==> src/rtl/sevenseg_scan_driver.sv <==
// -----------------------------------------------------------------------------
// sevenseg_scan_driver
//
// Time-multiplexed driver for an N-digit seven-segment display. A shadow copy
// of the packed hex word, decimal points and per-digit blank mask is captured
// on load. The digits are then scanned one slot at a time. Each slot lasts
// CLK_DIV cycles, and its first cycle is dark so no segment pattern bleeds
// into the neighbouring digit (ghosting).
//
// Parameters:
//   NUM_DIGITS     number of digits scanned (1..8)
//   CLK_DIV        clock cycles per digit slot (>= 2)
//   SEG_ACTIVE_LOW 1 = seg/dp driven low to light
//   AN_ACTIVE_LOW  1 = an driven low to select a digit
//
// Optional feature (compile-time macro LEADING_ZERO_BLANK_EN):
//   A digit above digit 0 is dark when its nibble and every higher nibble are
//   zero. Its decimal point still follows dp_in. When the macro is undefined,
//   zero nibbles show "0" and no suppression logic is built.
//
// Ports:
//   clk        in   system clock, rising edge
//   rst_n      in   asynchronous active-low reset
//   load       in   capture strobe for data_in / dp_in / blank_in
//   data_in    in   4*NUM_DIGITS packed nibbles, nibble k -> digit k (0 = right)
//   dp_in      in   decimal point per digit, 1 = lit
//   blank_in   in   1 = digit forced dark (still selected on an)
//   seg        out  segments {g,f,e,d,c,b,a}, registered
//   dp         out  decimal point segment, registered
//   an         out  one-hot digit enable, registered
//   frame_tick out  one-cycle pulse as the digit index wraps to 0
// -----------------------------------------------------------------------------
module sevenseg_scan_driver #(
  parameter int NUM_DIGITS     = 4,
  parameter int CLK_DIV        = 50000,
  parameter int SEG_ACTIVE_LOW = 0,
  parameter int AN_ACTIVE_LOW  = 1
) (
  input  logic                      clk,
  input  logic                      rst_n,
  input  logic                      load,
  input  logic [4*NUM_DIGITS-1:0]   data_in,
  input  logic [NUM_DIGITS-1:0]     dp_in,
  input  logic [NUM_DIGITS-1:0]     blank_in,
  output logic [6:0]                seg,
  output logic                      dp,
  output logic [NUM_DIGITS-1:0]     an,
  output logic                      frame_tick
);

  localparam int DIV_W = $clog2(CLK_DIV);
  localparam int IDX_W = (NUM_DIGITS > 1) ? $clog2(NUM_DIGITS) : 1;

  // Inactive output levels after polarity is applied.
  localparam logic [6:0]            SEG_OFF = {7{SEG_ACTIVE_LOW != 0}};
  localparam logic                  DP_OFF  = (SEG_ACTIVE_LOW != 0);
  localparam logic [NUM_DIGITS-1:0] AN_OFF  = {NUM_DIGITS{AN_ACTIVE_LOW != 0}};

  typedef enum logic {
    ST_BLANK = 1'b0,
    ST_DRIVE = 1'b1
  } state_t;

  // Hex nibble to active-high segments {g,f,e,d,c,b,a}.
  function automatic logic [6:0] decode_hex(input logic [3:0] nib);
    case (nib)
      4'h0:    decode_hex = 7'h3F;
      4'h1:    decode_hex = 7'h06;
      4'h2:    decode_hex = 7'h5B;
      4'h3:    decode_hex = 7'h4F;
      4'h4:    decode_hex = 7'h66;
      4'h5:    decode_hex = 7'h6D;
      4'h6:    decode_hex = 7'h7D;
      4'h7:    decode_hex = 7'h07;
      4'h8:    decode_hex = 7'h7F;
      4'h9:    decode_hex = 7'h6F;
      4'hA:    decode_hex = 7'h77;
      4'hB:    decode_hex = 7'h7C;
      4'hC:    decode_hex = 7'h39;
      4'hD:    decode_hex = 7'h5E;
      4'hE:    decode_hex = 7'h79;
      default: decode_hex = 7'h71;
    endcase
  endfunction

  state_t                  r_state, w_state_next;
  logic [DIV_W-1:0]        r_div, w_div_next;
  logic [IDX_W-1:0]        r_idx, w_idx_next;
  logic [4*NUM_DIGITS-1:0] r_data;
  logic [NUM_DIGITS-1:0]   r_dp_sh, r_blank;

  logic [6:0]              r_seg, w_seg_next;
  logic                    r_dp, w_dp_next;
  logic [NUM_DIGITS-1:0]   r_an, w_an_next;
  logic                    r_tick, w_tick_next;

  logic                    w_wrap, w_idx_last, w_dark;
  logic [3:0]              w_nib;
  logic [NUM_DIGITS-1:0]   w_onehot;
  logic [6:0]              w_seg_on;

`ifdef LEADING_ZERO_BLANK_EN
  // w_lz[k] = 1 when nibble k and every nibble above it are zero (k > 0).
  logic [NUM_DIGITS-1:0]   w_lz;

  always_comb begin
    logic v_zero_above;
    v_zero_above = 1'b1;
    w_lz         = '0;
    for (int k = NUM_DIGITS - 1; k >= 1; k--) begin
      v_zero_above = v_zero_above && (r_data[4*k +: 4] == 4'h0);
      w_lz[k]      = v_zero_above;
    end
  end

  assign w_dark = r_blank[r_idx] | w_lz[r_idx];
`else
  assign w_dark = r_blank[r_idx];
`endif

  assign w_wrap     = (r_div == DIV_W'(CLK_DIV - 1));
  assign w_idx_last = (r_idx == IDX_W'(NUM_DIGITS - 1));
  assign w_nib      = r_data[4*r_idx +: 4];

  // NOTE: every signal written here gets a default first, so no path leaves
  // it unassigned and no latch is inferred.
  always_comb begin
    w_div_next   = w_wrap ? '0 : r_div + DIV_W'(1);
    w_idx_next   = r_idx;
    w_state_next = r_state;
    w_onehot     = '0;
    w_seg_on     = 7'h00;
    w_seg_next   = SEG_OFF;
    w_dp_next    = DP_OFF;
    w_an_next    = AN_OFF;
    w_tick_next  = w_wrap & w_idx_last;

    if (w_wrap) begin
      w_idx_next = w_idx_last ? '0 : r_idx + IDX_W'(1);
    end

    case (r_state)
      ST_BLANK: w_state_next = ST_DRIVE;
      ST_DRIVE: if (w_wrap) w_state_next = ST_BLANK;
      default:  w_state_next = ST_BLANK;
    endcase

    // Output values for the current (divider, index); they land one cycle later.
    if (r_state == ST_DRIVE) begin
      w_onehot[r_idx] = 1'b1;
      w_seg_on        = w_dark ? 7'h00 : decode_hex(w_nib);
      w_an_next       = w_onehot ^ AN_OFF;
      w_seg_next      = w_seg_on ^ SEG_OFF;
      w_dp_next       = (r_dp_sh[r_idx] & ~r_blank[r_idx]) ^ DP_OFF;
    end
  end

  // NOTE: sequential state uses non-blocking assignments only, so every
  // register samples the values from before this edge.
  always_ff @(posedge clk or negedge rst_n) begin
    if (!rst_n) begin
      r_state    <= ST_BLANK;
      r_div      <= '0;
      r_idx      <= '0;
      r_data     <= '0;
      r_dp_sh    <= '0;
      r_blank    <= '0;
      r_seg      <= SEG_OFF;
      r_dp       <= DP_OFF;
      r_an       <= AN_OFF;
      r_tick     <= 1'b0;
    end else begin
      r_state    <= w_state_next;
      r_div      <= w_div_next;
      r_idx      <= w_idx_next;
      r_seg      <= w_seg_next;
      r_dp       <= w_dp_next;
      r_an       <= w_an_next;
      r_tick     <= w_tick_next;
      if (load) begin
        r_data   <= data_in;
        r_dp_sh  <= dp_in;
        r_blank  <= blank_in;
      end
    end
  end

  assign seg        = r_seg;
  assign dp         = r_dp;
  assign an         = r_an;
  assign frame_tick = r_tick;

endmodule

==> config.mk <==
export PLATFORM = sky130hd
export DESIGN_NAME = sevenseg_scan_driver
export DESIGN_NICKNAME = d
export VERILOG_FILES = /design/src/rtl/sevenseg_scan_driver.sv
export SDC_FILE = /design/constraint.sdc
export NUM_CORES = 1
export LEC_CHECK = 0
export ABC_AREA = 0
export BUFFER_PORTS_ARGS = -buffer_cell sky130_fd_sc_hd__buf_2
export CAP_MARGIN = 15
export CORE_MARGIN = 1.5
export CORE_UTILIZATION = 38
export DETAILED_ROUTE_END_ITERATION = 7
export GPL_ROUTABILITY_DRIVEN = 0
export MAX_ROUTING_LAYER = met4
export PLACE_DENSITY = 0.58
export SYNTH_ARGS = -nofsm -noshare
export SYNTH_HDL_FRONTEND = slang
export SYNTH_SLANG_ARGS = --single-unit
==> constraint.sdc <==
create_clock -name clk -period 3.45 [get_ports clk]
set_input_delay 0.345 -clock clk [delete_from_list [all_inputs] [get_ports clk]]
set_output_delay 0.345 -clock clk [all_outputs]
set_load 0.02 [all_outputs]
==> metrics, run 1 <==
status complete, no violations; Ports 40; sequential area share after synthesis 0.5309; clk_lat worst skew 0.30 ns; Finished Core Util 0.4417; drt via density 4.972; cts bufs inserted 5; highest net fanout along the worst path 10; Netlist cell types 42; critical path's slowest cell mux4_1; Congestion Overflow GR 0; Stages on worst setup path 5; CTS tree built; Startpoint Class register; DRC viols 0; critical path's top delay family multiplexers; Post-CTS Setup Inserts 0; Slew Viols, Final 0; Starting DRT DRC Count 53; area share of the largest cell type after synthesis 0.4913; Starting Density 0.3920; drt pass-1 iters 4; Setup Viol. Count Final 0; synthesis-to-finish area growth 12.66%; CTS H-Tree Depth 2; commonest non-fill, non-tap cells in the layout dfrtp_1, buf_2, mux2_2; post-synthesis register bit count 56; Lkg Pwr 0.001349 uW; hold_ws 0.1319 ns; syn nets 243; top post-synthesis cells by area dfrtp_1, mux2_2, ha_1, dfstp_2, mux4_1; Worst-Margin Slew 0.8449 ns; endpoints failing hold 0; worst reg-to-reg setup slack 1.19 ns; critical path, cell by cell mux4_1 -> ha_1 -> or3b_1 -> o221ai_1 -> nor2b_1; Row Count 30; CTS clk-pin slew, worst paths 0.10 ns; Cells after Synth 205; clk root buf clkbuf_8; post-CTS sizing 0; first-pass GRT wire length 7679 um; Die ar. 7481 sq um; Total Nets Final 280; share of cells above drive strength 1 0.3416; Die Height 86.49 um; asr flop ratio synth 1.000; Synth area leader dfrtp_1; required time of the worst setup path 3.69 ns; max-cap violation count 0; Max transition margin 0.4367; hold buffers post-CTS 0; YS warnings 0; Clock Path Buffers 2; HPWL after DPL 3169 um; PortBufs 39; CP arrival 2.50 ns; Worst R2R Path Depth 5; Post-synth top flop dfrtp_1; GRT Util Overall 0.1364; commonest non-fill, non-tap cell in the layout dfrtp_1; Clock Skew 0.008288 ns; Post-Synthesis Cell Area 2649 sq um; fin crit period 2.261 ns; crit end category register; crit-path max cell delay 0.73 ns; Chip Width 86.49 um; setup TNS 0 ns; critical path class reg2reg; FILL cells 642; WL/cell 13.77 um; Final Cycle Share 0.6553; Routed Antenna Nets 0; vias in the first global route 1,518; Placeable Area 6756 sq um; largest net degree at the start of global routing 40; Post-synth EDFFs 0; unrepaired setup endpoints after global routing false; n_diodes 0; Worst Path Buf+Inv 0; Fmax 442.3 MHz; WL final 4449 um; IR drop worst, VDD 175.9 uV; total number of vias 1,606; initial antenna violation count 0; power per cell area 419.9 nW/um^2; worst min path class in2async; Avg Inst Size Synth 12.92 sq um; clock sink count 56
[registers in the layout, indices dropped and copies added, names as in the netlist]
| name | flops |
|---|---|
| r_state | 1 |
| r_data | 16 |
| r_blank | 4 |
| r_div | 16 |
| r_idx | 2 |
| frame_tick | 1 |
| dp | 1 |
| an | 4 |
| r_dp_sh | 4 |
| seg | 7 |
[layer usage]
layer | track usage | share of wire
met1 | 0.2016 | 0.52
met2 | 0.1825 | 0.42
met3 | 0.03429 | 0.044
met4 | 0.04399 | 0.015
met5 | - | 0
[per-stage QoR]
stage | total power, uW | setup WS, ns | instance area, sq um | std cells
6_report | 1253 | 1.189 | 2984 | 323
5_1_grt | 1323 | 0.9887 | 2984 | 323
2_1_floorplan | 843.3 | 1.431 | 2649 | 205
4_1_cts | 1270 | 1.163 | 2984 | 323
3_3_place_gp | 899.9 | 1.236 | 2890 | 315
3_5_place_dp | 900.1 | 1.176 | 2890 | 315
[Yosys cell counts, drive strengths merged, types with 5 or more instances]
cell / instances
nand2: 15
mux4: 6
mux2: 29
nor2: 13
xor2: 5
clkbuf: 6
dfrtp: 52
ha: 11
inv: 6
[cells by family (layout without fill, tap and decap cells)]
logic type / Yosys count / after routing / synth area share
AND/OR/NAND/NOR: 61 / 61 / 0.1257
flip-flops: 56 / 56 / 0.5309
adder cells (fa/ha/maj): 11 / 11 / 0.05196
buffers and inverters: 16 / 54 / 0.03164
AO/OA/AOI/OAI: 15 / 15 / 0.04110
XOR/XNOR: 9 / 9 / 0.02976
multiplexers: 37 / 37 / 0.1889
[power by group]
| group | switching (uW) | total, uW | internal (uW) |
|---|---|---|---|
| Sequential | 16.5 | 714 | 698 |
| Combinational | 87.3 | 169 | 81.2 |
| Clock | 206 | 370 | 164 |
| Total | 310 | 1250 | 943 |
[cell type report]
cell class	count	area, sq um	share of cell area
flip-flops and latches	56	1406	0.4713
multi-input cells	133	1159	0.3883
repair buffers	40	202.7	0.06792
well taps	80	100.1	0.03354
clock buffers	7	86.33	0.02893
inverters	6	22.52	0.007547
clock inverters	1	7.507	0.002516
[path summary, 6_finish.rpt]
kind	startpoint	endpoint
setup / recovery	r_idx[0]$_DFFE_PN0N_	seg[0]$_DFF_PN0_
hold / removal	rst_n	r_data[10]$_DFFE_PN0P_
setup reg to reg	r_idx[0]$_DFFE_PN0N_	seg[0]$_DFF_PN0_
hold reg to reg	r_div[0]$_DFF_PN0_	r_div[0]$_DFF_PN0_
max in group asynchronous	rst_n	an[3]$_DFF_PN1_
min in group clk	data_in[4]	r_data[4]$_DFFE_PN0P_
Power figures use the tool's default switching activity.
==> inputs of run 2 (changes only) <==
--- a/config.mk
+++ b/config.mk
@@ -5,7 +5,7 @@
 export SDC_FILE = /design/constraint.sdc
 export NUM_CORES = 1
 export LEC_CHECK = 0
-export ABC_AREA = 0
+export ABC_AREA = 1
 export BUFFER_PORTS_ARGS = -buffer_cell sky130_fd_sc_hd__buf_2
 export CAP_MARGIN = 15
 export CORE_MARGIN = 1.5
@@ -13,7 +13,7 @@
 export DETAILED_ROUTE_END_ITERATION = 7
 export GPL_ROUTABILITY_DRIVEN = 0
 export MAX_ROUTING_LAYER = met4
-export PLACE_DENSITY = 0.58
+export PLACE_DENSITY = 0.6
 export SYNTH_ARGS = -nofsm -noshare
 export SYNTH_HDL_FRONTEND = slang
 export SYNTH_SLANG_ARGS = --single-unit
==> constraint.sdc (replaced) <==
create_clock -name clk -period 1.9 [get_ports clk]
set_input_delay 0.19 -clock clk [delete_from_list [all_inputs] [get_ports clk]]
set_output_delay 0.19 -clock clk [all_outputs]
set_load 0.02 [all_outputs]
==> run 2 against run 1 <==
Effect of this change: global-route usage up 2.2 points; count of clock-buffer cells in the layout shrank 1; wire length increased by 22%; total power rose by 100%; highest routed layer unchanged; largest cell class unchanged.
==> metrics, run 2 <==
worst min path class in2reg (was in2async); Fmax 615.7 MHz (was 442.3 MHz); YS warnings 0 (unchanged); Final Cycle Share 0.8548 (was 0.6553); endpoints failing hold 0 (unchanged); max-cap violation count 0 (unchanged); fin cells 461 (was 323); setup TNS 0 ns (unchanged); CTS tree built (unchanged); clk_lat worst skew 0.31 ns (was 0.30 ns); unrepaired setup endpoints after global routing false (unchanged); placed insts 452 (was 315); drt via density 4.610 (was 4.972); cts bufs inserted 5 (unchanged); clk root buf clkbuf_8 (unchanged); top post-synthesis cells by area dfrtp_1, nand2_1, mux2_2, ha_1, nor2_1 (was dfrtp_1, mux2_2, ha_1, dfstp_2, mux4_1); top cells by count, synth nand2_1, dfrtp_1, nor2_1 (was dfrtp_1, mux2_2, nand2_1); post-synthesis register bit count 56 (unchanged); Chip Width 88.90 um (was 86.49 um); commonest non-fill, non-tap cell in the layout nand2_1 (was dfrtp_1); DRC viols 0 (unchanged); Worst R2R Start r_idx[0]$_DFFE_PN0N_ (unchanged); initial antenna violation count 0 (unchanged); Cells after Synth 317 (was 205); Netlist cell types 29 (was 42); first-pass GRT wire length 9280 um (was 7679 um); drt pass-1 iters 5 (was 4); vias in the first global route 1,987 (was 1,518); Congestion Overflow GR 0 (unchanged); Die Height 88.90 um (was 86.49 um); Register Area 1406 sq um (unchanged); total number of vias 2,125 (was 1,606); FILL cells 733 (was 642); crit end category register (unchanged); Total Nets Final 399 (was 280); sequential area share after synthesis 0.5016 (was 0.5309); WL final 5435 um (was 4449 um); Startpoint Class register (unchanged); required time of the worst setup path 2.11 ns (was 3.69 ns); Placeable Area 7214 sq um (was 6756 sq um); start point of the worst hold path dp_in[2]; IR drop worst, VDD 364.5 uV (was 175.9 uV); Lkg Pwr 0.001637 uW (was 0.001349 uW); syn nets 355 (was 243); share of cells above drive strength 1 0.2486 (was 0.3416); Finished Core Util 0.4525 (was 0.4417); Post-CTS Setup Inserts 0 (unchanged); WL/cell 11.79 um (was 13.77 um); Worst Setup SP r_idx[0]$_DFFE_PN0N_ (unchanged); Post-synth EDFFs 0 (unchanged); power per cell area 776.4 nW/um^2 (was 419.9 nW/um^2); post-CTS sizing 0 (unchanged); n_diodes 0 (unchanged); GRT Util Overall 0.1579 (was 0.1364); met2 WL 2380 um (was 1866 um); Avg Inst Size Synth 8.845 sq um (was 12.92 sq um); Starting Density 0.3887 (was 0.3920); Row Count 31 (was 30); Ports 40 (unchanged); Post-synth top flop dfrtp_1 (unchanged); CTS H-Tree Depth 2 (unchanged); Max transition margin 0.5998 (was 0.4367); asr flop ratio synth 1.000 (unchanged); PortBufs 39 (unchanged); HPWL after DPL 4004 um (was 3169 um); Slew Viols, Final 0 (unchanged); Setup Viol. Count Final 0 (unchanged); status complete, no violations (unchanged); Die ar. 7903 sq um (was 7481 sq um); synthesis-to-finish area growth 16.42% (was 12.66%); Starting DRT DRC Count 118 (was 53); CP arrival 1.83 ns (was 2.50 ns); Worst-Margin Slew 0.6004 ns (was 0.8449 ns); CTS clk-pin slew, worst paths 0.10 ns (about the same); Post-Synthesis Cell Area 2804 sq um (was 2649 sq um); multi-input gate area in the final layout 1212 sq um (was 1159 sq um); commonest non-fill, non-tap cells in the layout nand2_1, dfrtp_1, buf_2 (was dfrtp_1, buf_2, mux2_2); top-count cell post-synth nand2_1 (was dfrtp_1); clock sink count 56 (unchanged); Synth area leader dfrtp_1 (unchanged); area share of the largest cell type after synthesis 0.4641 (was 0.4913); met1 wire length 2697 um (was 2321 um); largest net degree at the start of global routing 57 (was 40); Routed Antenna Nets 0 (unchanged); Clock Path Buffers 2 (unchanged); critical path class reg2reg (unchanged); hold buffers post-CTS 1 (was 0); top sig layer met4 (unchanged); fin crit period 1.624 ns (was 2.261 ns); met3 WL 268 um (was 194 um); highest net fanout along the worst path 12 (was 10); Clock Skew 0.01018 ns (was 0.008288 ns)
==> run 2: cell types whose count changed in the layout (fill, tap and decap cells not counted), moves of 4 or more <==
| cell | change |
|---|---|
| a21oi_1 | +6 |
| inv_1 | +26 |
| inv_2 | +4 |
| mux2_2 | -12 |
| mux4_1 | -4 |
| nand2_1 | +59 |
| nand2_2 | +7 |
| nand3_1 | +22 |
| nor2_1 | +22 |
| nor2b_1 | -4 |
| o21ai_0 | +10 |
| xnor2_1 | -4 |
==> run 2: area by class of cell <==
class	count	area share
Sequential cell	56	0.4308
Multi-Input combinational cell	217	0.3714
Timing Repair Buffer	44	0.07589
Inverter	37	0.04331
Tap cell	99	0.03795
Clock buffer	6	0.02223
Clock inverter	2	0.01840
==> run 2: cells by family (layout without fill, tap and decap cells) <==
family | Yosys count | count (layout) | synth area share
and+or+nand+nor | 156 | 156 | 0.2450
DFF | 56 | 56 | 0.5016
buffers and inverters | 44 | 89 | 0.06604
AOI/OAI and AO/OA | 27 | 27 | 0.05221
muxes | 16 | 16 | 0.06426
adders and majority gates | 11 | 11 | 0.04908
xor gates and xnor gates | 7 | 7 | 0.02187
==> run 2: power breakdown <==
part	total (uW)	internal [uW]	switching (uW)	leakage [uW]
clock network	918	527	390	0.0000654
registers	1290	1260	30.0	0.000686
logic	322	129	193	0.000886
total	2530	1920	614	0.00164
==> run 2: critical path: stages (launching register included) <==
cell     delay [ns]
dfrtp_1        0.43
buf_4          0.21
nand2_1        0.06
nand3_1        0.09
nand2_2        0.10
inv_2          0.10
ha_1           0.18
nand3_1        0.13
a21oi_1        0.17
nor2_1         0.06
==> run 2: final timing paths <==
check	to	slack, ns	cells after the start
worst min register to register	r_div[0]$_DFF_PN0_	0.46	1
worst max-delay path	seg[3]$_DFF_PN0_	0.28	9
worst min-delay path	r_dp_sh[2]$_DFFE_PN0P_	0.08	3
max in group asynchronous	an[1]$_DFF_PN1_	1.22	3
min in group asynchronous	seg[2]$_DFF_PN0_	0.39	3
worst max register to register	seg[3]$_DFF_PN0_	0.28	9
==> run 2: metrics by stage <==
step	power (uW)	hold slack [ns]	area, sq um	worst slack (ns)
after floorplan	1516	-0.1056	2804	0.3512
after global routing	2651	0.08101	3264	0.07372
after CTS	2564	0.07227	3264	0.2785
final	2534	0.08456	3264	0.2759
after detailed placement	1642	0.2008	3122	0.3101
after global placement	1636	0.2096	3122	0.3518
==> run 2: layer usage <==
layer,vias to the layer above,GRT usage
met3,7,0.03324
met1,973,0.2158
met5,-,-
li1,1091,-
met4,0,0.05682
met2,54,0.2321
